--- src/rtl/overcooked_pkg.sv ---
// Shared widths, constants and game-state encodings for the order/score datapath.
package overcooked_pkg;

    localparam int NUM_ORDERS = 4;
    localparam int ORDER_T_W  = 5;
    localparam logic [ORDER_T_W-1:0] ORDER_EMPTY = 5'h1F;
    localparam int POINT_W    = 10;
    localparam int POINT_MAX  = 1023;
    localparam int TIME_W     = 8;
    localparam int NET_W      = 12;

    typedef enum logic [2:0] {
        WELCOME = 3'd0,
        INTRO   = 3'd1,
        RUN     = 3'd2,
        PAUSE   = 3'd3,
        FINISH  = 3'd4
    } game_state_e;

    // Signed net score change folded back into the unsigned score range.
    function automatic logic [POINT_W-1:0] clamp_points(input logic signed [NET_W-1:0] net);
        if (net < 12'sd0) begin
            return {POINT_W{1'b0}};
        end else if (net > 12'sd1023) begin
            return POINT_W'(POINT_MAX);
        end else begin
            return net[POINT_W-1:0];
        end
    endfunction

endpackage

--- src/rtl/sec_tick_gen.sv ---
// One-second strobe: counts enabled cycles and pulses on the last cycle of each second.
module sec_tick_gen #(
    parameter int CYCLES_PER_SEC = 100_000_000
) (
    input  logic clock,
    input  logic reset,
    input  logic clear,
    input  logic enable,
    output logic tick
);

    localparam int CNT_W = (CYCLES_PER_SEC > 1) ? $clog2(CYCLES_PER_SEC) : 1;
    localparam logic [CNT_W-1:0] CNT_LAST = CNT_W'(CYCLES_PER_SEC - 1);

    logic [CNT_W-1:0] count_r;

    assign tick = enable && (count_r == CNT_LAST);

    // Cycle counter; holds while disabled so a pause resumes mid-second.
    always_ff @(posedge clock) begin
        if (reset || clear) begin
            count_r <= {CNT_W{1'b0}};
        end else if (tick) begin
            count_r <= {CNT_W{1'b0}};
        end else if (enable) begin
            count_r <= count_r + CNT_W'(1);
        end else begin
            count_r <= count_r;
        end
    end

endmodule

--- src/rtl/order_scheduler.sv ---
// Order slots, round timer and score for the running game state: spawns,
// ages and expires orders once per second and resolves serve pulses.
module order_scheduler
    import overcooked_pkg::*;
#(
    parameter int CYCLES_PER_SEC = 100_000_000,
    parameter int ROUND_TIME     = 150,
    parameter int ORDER_TIME     = 30,
    parameter int SPAWN_PERIOD   = 20,
    parameter int SERVE_POINTS   = 20,
    parameter int EXPIRE_PENALTY = 10
) (
    input  logic                                  clock,
    input  logic                                  reset,
    input  logic                                  clear,
    input  logic                                  run,
    input  logic                                  serve,
    output logic [NUM_ORDERS-1:0]                 orders,
    output logic [NUM_ORDERS-1:0][ORDER_T_W-1:0]  order_times,
    output logic [POINT_W-1:0]                    point_total,
    output logic [TIME_W-1:0]                     time_left,
    output logic                                  serve_ack,
    output logic                                  serve_miss,
    output logic                                  game_over
);

    localparam int IDX_W   = $clog2(NUM_ORDERS);
    localparam int SPAWN_W = (SPAWN_PERIOD > 1) ? $clog2(SPAWN_PERIOD) : 1;
    localparam logic [SPAWN_W-1:0]   SPAWN_LAST = SPAWN_W'(SPAWN_PERIOD - 1);
    localparam logic [ORDER_T_W-1:0] ORDER_INIT = ORDER_T_W'(ORDER_TIME);
    localparam logic [TIME_W-1:0]    ROUND_INIT = TIME_W'(ROUND_TIME);

    logic [NUM_ORDERS-1:0]                orders_r, orders_n_s;
    logic [NUM_ORDERS-1:0][ORDER_T_W-1:0] order_times_r, times_n_s;
    logic [POINT_W-1:0]                   point_total_r;
    logic [TIME_W-1:0]                    time_left_r, time_left_n_s;
    logic                                 serve_ack_r, serve_miss_r, game_over_r, game_over_n_s;
    logic [SPAWN_W-1:0]                   spawn_cnt_r, spawn_n_s;

    logic                  enable_s, tick_s, serve_s, hit_s, spawn_due_s;
    logic                  tgt_found_s, free_found_s;
    logic [IDX_W-1:0]      tgt_idx_s, free_idx_s;
    logic [ORDER_T_W-1:0]  tgt_time_s;
    logic [NUM_ORDERS-1:0] take_s, served_s, live_s, expire_s, decr_s, spawn_s;
    logic [NET_W-1:0]      add_s, pen_s;
    logic signed [NET_W-1:0] net_s;

    assign enable_s = run && !game_over_r;
    assign serve_s  = serve && enable_s;
    assign hit_s    = serve_s && tgt_found_s;

    sec_tick_gen #(
        .CYCLES_PER_SEC(CYCLES_PER_SEC)
    ) u_sec_tick_gen (
        .clock (clock),
        .reset (reset),
        .clear (clear),
        .enable(enable_s),
        .tick  (tick_s)
    );

    // Most urgent active slot (strict < keeps the lowest index on ties) and lowest free slot.
    always_comb begin
        tgt_found_s  = 1'b0;
        tgt_idx_s    = {IDX_W{1'b0}};
        tgt_time_s   = ORDER_EMPTY;
        free_found_s = 1'b0;
        free_idx_s   = {IDX_W{1'b0}};
        take_s       = {NUM_ORDERS{1'b0}};
        for (int i = 0; i < NUM_ORDERS; i++) begin
            take_s[i]    = orders_r[i] && (!tgt_found_s || (order_times_r[i] < tgt_time_s));
            tgt_idx_s    = take_s[i] ? IDX_W'(i) : tgt_idx_s;
            tgt_time_s   = take_s[i] ? order_times_r[i] : tgt_time_s;
            tgt_found_s  = tgt_found_s | take_s[i];
            free_idx_s   = (!orders_r[i] && !free_found_s) ? IDX_W'(i) : free_idx_s;
            free_found_s = free_found_s | !orders_r[i];
        end
    end

    assign spawn_due_s = tick_s && (spawn_cnt_r == SPAWN_LAST);

    // Per-slot next state; the served slot is neither aged nor expired, and only
    // slots free before this cycle can receive the spawn.
    always_comb begin
        pen_s      = {NET_W{1'b0}};
        orders_n_s = {NUM_ORDERS{1'b0}};
        times_n_s  = {NUM_ORDERS*ORDER_T_W{1'b1}};
        served_s   = {NUM_ORDERS{1'b0}};
        live_s     = {NUM_ORDERS{1'b0}};
        expire_s   = {NUM_ORDERS{1'b0}};
        decr_s     = {NUM_ORDERS{1'b0}};
        spawn_s    = {NUM_ORDERS{1'b0}};
        for (int i = 0; i < NUM_ORDERS; i++) begin
            served_s[i]   = hit_s && (tgt_idx_s == IDX_W'(i));
            live_s[i]     = orders_r[i] && !served_s[i];
            expire_s[i]   = tick_s && live_s[i] && (order_times_r[i] == {ORDER_T_W{1'b0}});
            decr_s[i]     = tick_s && live_s[i] && (order_times_r[i] != {ORDER_T_W{1'b0}});
            spawn_s[i]    = spawn_due_s && free_found_s && (free_idx_s == IDX_W'(i));
            orders_n_s[i] = spawn_s[i] | (live_s[i] & ~expire_s[i]);
            times_n_s[i]  = spawn_s[i]     ? ORDER_INIT :
                            !orders_n_s[i] ? ORDER_EMPTY :
                            decr_s[i]      ? order_times_r[i] - ORDER_T_W'(1) :
                                             order_times_r[i];
            pen_s         = pen_s + (expire_s[i] ? NET_W'(EXPIRE_PENALTY) : {NET_W{1'b0}});
        end
    end

    assign add_s = hit_s ? (NET_W'(SERVE_POINTS) + {{(NET_W-ORDER_T_W){1'b0}}, tgt_time_s})
                         : {NET_W{1'b0}};
    assign net_s = $signed({2'b00, point_total_r}) + $signed(add_s) - $signed(pen_s);

    assign spawn_n_s     = !tick_s     ? spawn_cnt_r :
                           spawn_due_s ? {SPAWN_W{1'b0}} : spawn_cnt_r + SPAWN_W'(1);
    assign time_left_n_s = (tick_s && (time_left_r != {TIME_W{1'b0}})) ? time_left_r - TIME_W'(1)
                                                                        : time_left_r;
    assign game_over_n_s = game_over_r | (tick_s && (time_left_r <= TIME_W'(1)));

    // State and output registers; game_over freezes everything through enable_s.
    always_ff @(posedge clock) begin
        if (reset || clear) begin
            orders_r      <= {NUM_ORDERS{1'b0}};
            order_times_r <= {NUM_ORDERS{ORDER_EMPTY}};
            point_total_r <= {POINT_W{1'b0}};
            time_left_r   <= ROUND_INIT;
            serve_ack_r   <= 1'b0;
            serve_miss_r  <= 1'b0;
            game_over_r   <= 1'b0;
            spawn_cnt_r   <= SPAWN_LAST;
        end else begin
            orders_r      <= orders_n_s;
            order_times_r <= times_n_s;
            point_total_r <= clamp_points(net_s);
            time_left_r   <= time_left_n_s;
            serve_ack_r   <= hit_s;
            serve_miss_r  <= serve_s && !tgt_found_s;
            game_over_r   <= game_over_n_s;
            spawn_cnt_r   <= spawn_n_s;
        end
    end

    assign orders      = orders_r;
    assign order_times = order_times_r;
    assign point_total = point_total_r;
    assign time_left   = time_left_r;
    assign serve_ack   = serve_ack_r;
    assign serve_miss  = serve_miss_r;
    assign game_over   = game_over_r;

endmodule
--- config.mk ---
export PLATFORM = sky130hd
export DESIGN_NAME = order_scheduler
export DESIGN_NICKNAME = d
export VERILOG_FILES = /design/src/rtl/overcooked_pkg.sv /design/src/rtl/sec_tick_gen.sv /design/src/rtl/order_scheduler.sv
export SDC_FILE = /design/constraint.sdc
export NUM_CORES = 1
export LEC_CHECK = 0
export CORE_AREA = 4 4 96 98
export CTS_CLUSTER_SIZE = 40
export DETAILED_ROUTE_END_ITERATION = 10
export DIE_AREA = 0 0 100 102
export PLACE_DENSITY_LB_ADDON = 0.2
export SLEW_MARGIN = 10
export SYNTH_ARGS = -nofsm -noshare
export SYNTH_HDL_FRONTEND = slang
export SYNTH_SLANG_ARGS = --single-unit
--- constraint.sdc ---
create_clock -name clock -period 22 [get_ports clock]
set_input_delay 4.4 -clock clock [delete_from_list [all_inputs] [get_ports clock]]
set_output_delay 4.4 -clock clock [all_outputs]
set_load 0.01 [all_outputs]
# ---- Yosys cells after proc, flatten, opt, wreduce, memory -nomap -nowiden
# Cells that the tools add are included.
dict set report totals {
  latchBits 0
  inputBits 5
  regBits 77
  rom_bits 0
  mem_bits_rw 0
  out_inout_bits 45
  memories 0
}
dict set report classes {
  div_mod_pow 0
  mul 0
  n_shift 0
  n_eq_ne 12
  n_reduce_logical 74
  n_mux 29
  n_bitwise 23
  n_addsub 13
  n_lt_le_gt_ge 6
}
# op count
set ops {}
lappend ops {{1-bit logical AND} 39}
lappend ops {{27-bit by 1-bit adder with 27-bit output, second input constant} 1}
lappend ops {{27-bit == test, second input constant} 1}
lappend ops {{5-bit 2-to-1 mux} 5}
lappend ops {{5-bit logical NOT} 4}
lappend ops {{5-bit nonzero test} 4}
lappend ops {{5-bit by 1-bit subtractor with 5-bit output, second input constant} 4}
lappend ops {{4-bit 2-to-1 mux} 4}
lappend ops {{5-bit less-than comparator} 3}
lappend ops {{1-bit logical NOT} 14}
lappend ops {{1-bit 2-to-1 mux} 14}
lappend ops {{12-bit by 11-bit > comparator with 1-bit output, second input constant} 1}
lappend ops {{12-bit by 1-bit less-than comparator with 1-bit output, second input constant} 1}
lappend ops {{3-bit by 1-bit != test with 1-bit output, second input constant} 4}
lappend ops {{3-bit OR reduction} 4}
lappend ops {{11-bit by 7-bit subtractor with 12-bit output} 1}
lappend ops {{10-bit by 6-bit adder with 11-bit output} 1}
lappend ops {{1-bit bitwise OR} 11}
lappend ops {{10-bit 2-to-1 mux} 1}
lappend ops {{2-bit == test, second input constant} 4}
lappend ops {{8-bit by 1-bit less-or-equal comparator with 1-bit output, second input constant} 1}
lappend ops {{2-bit 2-to-1 mux} 4}
lappend ops {{1-bit inverter} 8}
lappend ops {{8-bit nonzero test} 1}
lappend ops {{other kinds (13)} 22}

# ---- Depth between registers and ports, before layout
dict set report depth {
  ltp_word 26
  mapped_depth 42
  ltp_nobuf 41
}

# ---- Cells and area by module
# From an unflattened synthesis, not the netlist that was laid out.
dict set report hier_totals {
  cells_unflattened 630
  hier_area_um2 5247.5
}
# mod seq_area_each_um2 n_inst area_per_inst_um2 cells_each
set modules_own_cells {}
lappend modules_own_cells {order_scheduler 1001.0 1 3868.7 468}
lappend modules_own_cells {sec_tick_gen 540.5 1 1378.8 162}

# ---- Least setup slack after synthesis
# OpenSTA, ideal clock, no wires.
dict set report synth_timing {
  kind {input -> register}
  start {input port run}
  end {register point_total_r[0], in the netlist point_total[0]}
  slack_ns 12.801
  required_time_ns 21.924
  t_arrival_ns 9.124
  setup_time_ns 0.076
  cell_stages 20
  path_cell_list {and4b_1 -> nand4_1 -> nor3_2 -> clkbuf_1 -> clkbuf_1 -> nand3_1 -> fa_1 -> inv_1 -> ha_1 -> fa_1 -> inv_1 -> fa_1 -> a21oi_1 -> o22ai_1 -> nor3_1 -> o21bai_1 -> a21o_1 -> a21oi_1 -> mux2_2 -> a31oi_1}
}
dict set report synth_between {
  elab_chain_cells 15
  elab_cells_between_ends 38
  cone_classes {add/sub: 5; order compare: 2; mux: 6; reduce/logical: 25}
}
# item line
set synth_lines {}
lappend synth_lines {{from (decl)} order_scheduler.sv:16} ;# input logic run,
lappend synth_lines {{1-bit logical AND *} order_scheduler.sv:48} ;# assign enable_s = run && !game_over_r;
lappend synth_lines {{1-bit logical AND} order_scheduler.sv:49} ;# assign serve_s = serve && enable_s;
lappend synth_lines {{1-bit logical AND} order_scheduler.sv:50} ;# assign hit_s = serve_s && tgt_found_s;
lappend synth_lines {{1-bit logical AND} order_scheduler.sv:94} ;# served_s[i] = hit_s && (tgt_idx_s == IDX_W'(i));
lappend synth_lines {{1-bit logical NOT} order_scheduler.sv:95} ;# live_s[i] = orders_r[i] && !served_s[i];
lappend synth_lines {{1-bit logical AND} order_scheduler.sv:95}
lappend synth_lines {{1-bit logical AND (2 in series)} order_scheduler.sv:96} ;# expire_s[i] = tick_s && live_s[i] && (order_times_r[i] == {ORDER_T_W{1'b0}});
lappend synth_lines {{4-bit 2-to-1 mux} order_scheduler.sv:104} ;# pen_s = pen_s + (expire_s[i] ? NET_W'(EXPIRE_PENALTY) : {NET_W{1'b0}});
lappend synth_lines {{4-bit by 4-bit adder with 5-bit output} order_scheduler.sv:104}
lappend synth_lines {{5-bit by 4-bit adder with 6-bit output} order_scheduler.sv:104}
lappend synth_lines {{6-bit by 4-bit adder with 7-bit output} order_scheduler.sv:104}
lappend synth_lines {{11-bit by 7-bit subtractor with 12-bit output *} order_scheduler.sv:110} ;# assign net_s = $signed({2'b00, point_total_r}) + $signed(add_s) - $signed(pen_s);
lappend synth_lines {{12-bit by 11-bit > comparator with 1-bit output / 12-bit by 1-bit less-than comparator with 1-bit output (equally long branches)} {overcooked_pkg.sv:24, overcooked_pkg.sv:22}}
lappend synth_lines {{10-bit 2-to-1 mux / 2-bit OR reduction (equally long branches)} --}
lappend synth_lines {{to (signal assigned)} order_scheduler.sv:123} ;# point_total_r <= {POINT_W{1'b0}};
lappend synth_lines {{to (signal assigned)} order_scheduler.sv:132} ;# point_total_r <= clamp_points(net_s);
lappend synth_lines {{to (decl)} order_scheduler.sv:35} ;# logic [POINT_W-1:0] point_total_r;
# Mark *: on every way between the ends. The rest lies on a longest branch, timed or not.
# A chain may end at the register's enable or synchronous reset.

# ---- Worst setup path in the final report
dict set report layout_timing {
  start {register orders_r[0], in the netlist orders[0]}
  end {register point_total_r[3], in the netlist point_total[3]}
}
dict set report layout_between {
  elab_chain_cells 26
  elab_cells_between_ends 62
  cone_classes {add/sub: 6; order compare: 5; eq/ne: 3; mux: 13; bitwise: 3; reduce/logical: 32}
}
# item line
set layout_lines {}
lappend layout_lines {{from (decl)} order_scheduler.sv:33} ;# logic [NUM_ORDERS-1:0] orders_r, orders_n_s;
lappend layout_lines {{from (signal assigned)} order_scheduler.sv:121} ;# orders_r <= {NUM_ORDERS{1'b0}};
lappend layout_lines {{from (signal assigned)} order_scheduler.sv:130} ;# orders_r <= orders_n_s;
lappend layout_lines {{5-bit 2-to-1 mux} order_scheduler.sv:73} ;# tgt_time_s = take_s[i] ? order_times_r[i] : tgt_time_s;
lappend layout_lines {{5-bit less-than comparator} order_scheduler.sv:71} ;# take_s[i] = orders_r[i] && (!tgt_found_s || (order_times_r[i] < tgt_time_s));
lappend layout_lines {{1-bit logical OR} order_scheduler.sv:71}
lappend layout_lines {{1-bit logical AND} order_scheduler.sv:71}
lappend layout_lines {{5-bit 2-to-1 mux / 1-bit bitwise OR (equally long branches)} {order_scheduler.sv:73, order_scheduler.sv:74}}
lappend layout_lines {{5-bit less-than comparator / 1-bit logical NOT (equally long branches)} order_scheduler.sv:71}
lappend layout_lines {{1-bit logical OR} order_scheduler.sv:71}
lappend layout_lines {{1-bit logical AND} order_scheduler.sv:71}
lappend layout_lines {{[... 9 more ...]} --}
lappend layout_lines {{1-bit logical AND (2 in series)} order_scheduler.sv:96}
lappend layout_lines {{4-bit 2-to-1 mux} order_scheduler.sv:104}
lappend layout_lines {{4-bit by 4-bit adder with 5-bit output} order_scheduler.sv:104}
lappend layout_lines {{5-bit by 4-bit adder with 6-bit output} order_scheduler.sv:104}
lappend layout_lines {{6-bit by 4-bit adder with 7-bit output} order_scheduler.sv:104}
lappend layout_lines {{11-bit by 7-bit subtractor with 12-bit output *} order_scheduler.sv:110}
lappend layout_lines {{12-bit by 11-bit > comparator with 1-bit output / 12-bit by 1-bit less-than comparator with 1-bit output (equally long branches)} {overcooked_pkg.sv:24, overcooked_pkg.sv:22}}
lappend layout_lines {{10-bit 2-to-1 mux / 2-bit OR reduction (equally long branches)} --}
# Marked as above.

==> metrics.log <==
INFO  metric track_usage = 23.4%
INFO  metric layout.cells.most_common = dfxtp_1
INFO  metric ff2ff_path_depth = 37
INFO  metric final-setup-viol-count = 0
INFO  metric hpwlAfterDp = 8.77 mm
INFO  metric cts.root.buffer_cell = clkbuf_8
INFO  metric timing.fmax = 102 MHz
INFO  metric post-cts-setup-buffers = 0
INFO  metric timing.hold.ws = 0.513 ns
INFO  metric fp-row-count = 34
INFO  metric crit_path_max_fanout = 14
INFO  metric die_area = 10200 um2
INFO  metric pin_count = 50
INFO  metric fillers = 689
INFO  metric synth-seq-area-share = 30.0%
INFO  metric r2r_setup_slack = 12.18 ns
INFO  metric min_from = spawn_cnt_r[1]
INFO  metric final_period_minus_worst_setup_slack = 9.83 ns
INFO  metric timing.max_slew.rel_slack = 34.7%
INFO  metric timing.rr.start = orders[0]
INFO  metric whs_path_depth = 2
INFO  metric yosys_warnings = 0
INFO  metric seqCellArea = 1540 um2
INFO  metric finClkSkew = 0.0141 ns
INFO  metric run_status = finished clean
INFO  metric drt-total-wl = 11.5 mm
INFO  metric syn-num-nets = 680
INFO  metric dominantRegCellSynth = dfxtp_1
INFO  metric grt-ovfl-total = 0
INFO  metric clk_latency = 0.35 ns
INFO  metric slew_viol_final = 0
INFO  metric placed_cells = 763
INFO  metric post_synth_instance_area = 5140 um2
INFO  metric clkTransAtPathRegs = 0.08 ns
INFO  metric timing.setup.critical_path_class = reg -> reg
INFO  metric detailed_place.area = 5700 um2
INFO  metric final_antenna_net_count = 0
INFO  metric synthToLayoutAreaGrowth = 14.7%
INFO  metric h_tree_level_count = 3
INFO  metric post_synth_num_cell_types = 67
INFO  metric vias_per_cell = 5.76
INFO  metric routed_wire_length_per_instance = 14.8 um
INFO  metric drt_drc_violations_left = 0
INFO  metric io_buffer_count = 49
INFO  metric power_leakage = 2.40 nW
INFO  metric syn_inst = 619
INFO  metric number_of_enable_type_register_cells_in_the_synthesized_netlist = 0
INFO  metric final.period_utilization = 44.7%
INFO  metric number_of_maximum_capacitance_violations = 0
INFO  metric fp.coreArea = 8470 um2
INFO  metric setup_total_negative_slack = 0 ns
INFO  metric drt_pre_antenna_iters = 5
INFO  metric grt_pass1_vias = 4192
INFO  metric worst-slew-pin-transition = 0.966 ns
INFO  metric drt-initial-drc-count = 216
INFO  metric tritoncts = built
INFO  metric worstHoldEndpoint = spawn_cnt_r[1]
INFO  metric synthArstFlopShare = 0%
INFO  metric ys_ff_latch = 77
INFO  metric power.density = 81.8 nW/um2
INFO  metric setup.worst_path.start = orders[0]
INFO  metric setup.worst_path.start_class = flop
INFO  metric postLayoutCellArea = 5890 um2
INFO  metric rsz0062_at_grt = no
INFO  metric timing.critical_path.to_type = flop
INFO  metric layout-drive-gt1-share = 7.01%
INFO  metric detailroute.via_count = 4483
INFO  metric critical-path-max-stage-delay = 0.71 ns
INFO  metric cts_repair_resizes = 0
INFO  metric rr_endpoint = point_total[3]
INFO  metric combined_area_of_the_multi_input_logic_cells = 3330 um2
INFO  metric finalPower = 482 uW
INFO  metric final_cell_mix = dfxtp_1, nor2_1, nand2_1
INFO  metric die_width = 100 um
INFO  metric n_antenna_cell = 0
INFO  metric cts.sinks = 77
INFO  metric finalHoldViolCount = 0
INFO  metric required = 22.26 ns
INFO  metric ctsHoldBuffers = 0
INFO  metric antenna_found_initial = 0
INFO  metric worstHoldPathType = reg -> reg
INFO  metric finalNonFillerCells = 778
INFO  metric clock_tree.buffer_depth = 2
INFO  metric arrival = 10.09 ns
INFO  metric start_util = 60.7%
INFO  metric post_synth.cell_area_avg = 8.30 um2
INFO  metric slowest_cell_on_the_critical_path = o41ai_2
INFO  metric global_route_wire_length_before_repair = 19.4 mm
INFO  metric place.gp.congestion = 0.917
INFO  metric cts_buffers = 9
INFO  metric design.final.nets = 727
INFO  metric dieHeight = 102 um
INFO  metric maximum_number_of_pins_on_one_net_before_global_route_repair = 27
INFO  metric vdd_ir_drop_max = 0.117 mV
==> cell families (layout without fill, tap and decap cells) <==
logic type | after synthesis | after routing | synth area share (%)
fa+ha+maj | 56 | 56 | 15.0
mux | 10 | 10 | 2.05
simple gates | 256 | 256 | 26.1
compound gates | 107 | 107 | 13.6
flops | 77 | 77 | 30.0
xor+xnor | 48 | 48 | 8.19
buf+inv | 65 | 116 | 5.07
==> worst max-delay path: cells and delay by family, from the launching register on <==
kind	cells	cell delay (ns)
and+or+nand+nor	9	1.83
adders and majority gates	7	2.62
DFF	1	0.62
buffers and inverters	4	0.41
muxes	2	0.72
AOI/OAI and AO/OA	15	3.52
==> registers in the layout, summed over array words and instances, names as in the netlist <==
name and cells:
game_over 1, orders 4, serve_ack 1, u_sec_tick_gen.count_r 27, order_times 20, point_total 10
serve_miss 1, spawn_cnt_r 5, time_left 8
==> layer usage <==
metal | vias up | track usage [%] | routed length, um | share of wire [%]
met5 | - | 0 | 0 | 0
met4 | 0 | 8.19 | 250 | 2.2
met3 | 24 | 3.34 | 562 | 4.9
met2 | 133 | 39.1 | 5610 | 49
met1 | 2085 | 31.1 | 5050 | 44
li1 | 2241 | - | - | -
==> through the flow <==
step           setup WS (ns)  utilization, %
3_3_place_gp           12.24            67.4
5_1_grt                11.32            69.6
2_1_floorplan          12.80               -
3_5_place_dp           12.06            67.4
4_1_cts                12.31            69.6
6_report               12.18            69.6
==> worst max-delay path by stage <==
| stage | endpoint | depth (start not counted) |
|---|---|---|
| after floorplan | point_total[0] | 20 |
| after global placement | point_total[0] | 18 |
| after detailed placement | point_total[3] | 20 |
| after CTS | point_total[3] | 37 |
| after global routing | point_total[3] | 38 |
| final | point_total[3] | 37 |
==> cell usage after synthesis (3+ instances only) <==
master     n  area, um2
a21oi_1   25        125
xor2_1    28        245
nand2_1   57        214
nand2b_1   9       56.3
dfxtp_1   77       1540
inv_1     50        188
o21a_1     5       37.5
fa_1       9        180
nand4_1   10       62.6
and3_1     8       50.1
a31oi_1    9       56.3
a211oi_1   3       22.5
and4_1     3       26.3
o211ai_1   4       30.0
nor3b_1    4       30.0
nor4_1     6       37.5
a21oi_2    3       26.3
or2_2      6       37.5
nor2_1    70        263
or3_1      6       37.5
o21bai_1   3       22.5
ha_1      47        588
xnor2_1   20        175
mux2_2     4       45.0
clkbuf_1  12       45.0
nor4b_1    4       35.0
nor2b_1    8       50.1
o21ai_0   26        130
and2_1     9       56.3
nor3_1    17       85.1
nand3_1   21        105
a21o_1     3       22.5
o31ai_1    6       45.0
o21ai_1    4       20.0
mux2i_1    6       60.1
==> report_power, final <==
group	switching, mW	total [mW]	leakage [nW]	internal (mW)
sequential	0.00568	0.152	0.622	0.146
clock	0.0534	0.105	0.0950	0.0518
combinational	0.123	0.225	1.68	0.102
total	0.183	0.482	2.40	0.299
==> area by class of cell <==
cell class / instances / share of cell area, %
multi-input cells: 477 / 56.6
inverters: 50 / 3.18
clock buffers: 9 / 2.10
well taps: 108 / 2.29
flip-flops and latches: 77 / 26.2
repair buffers: 51 / 8.58
clock inverters: 6 / 1.10
(Power assumes the default switching activity.)
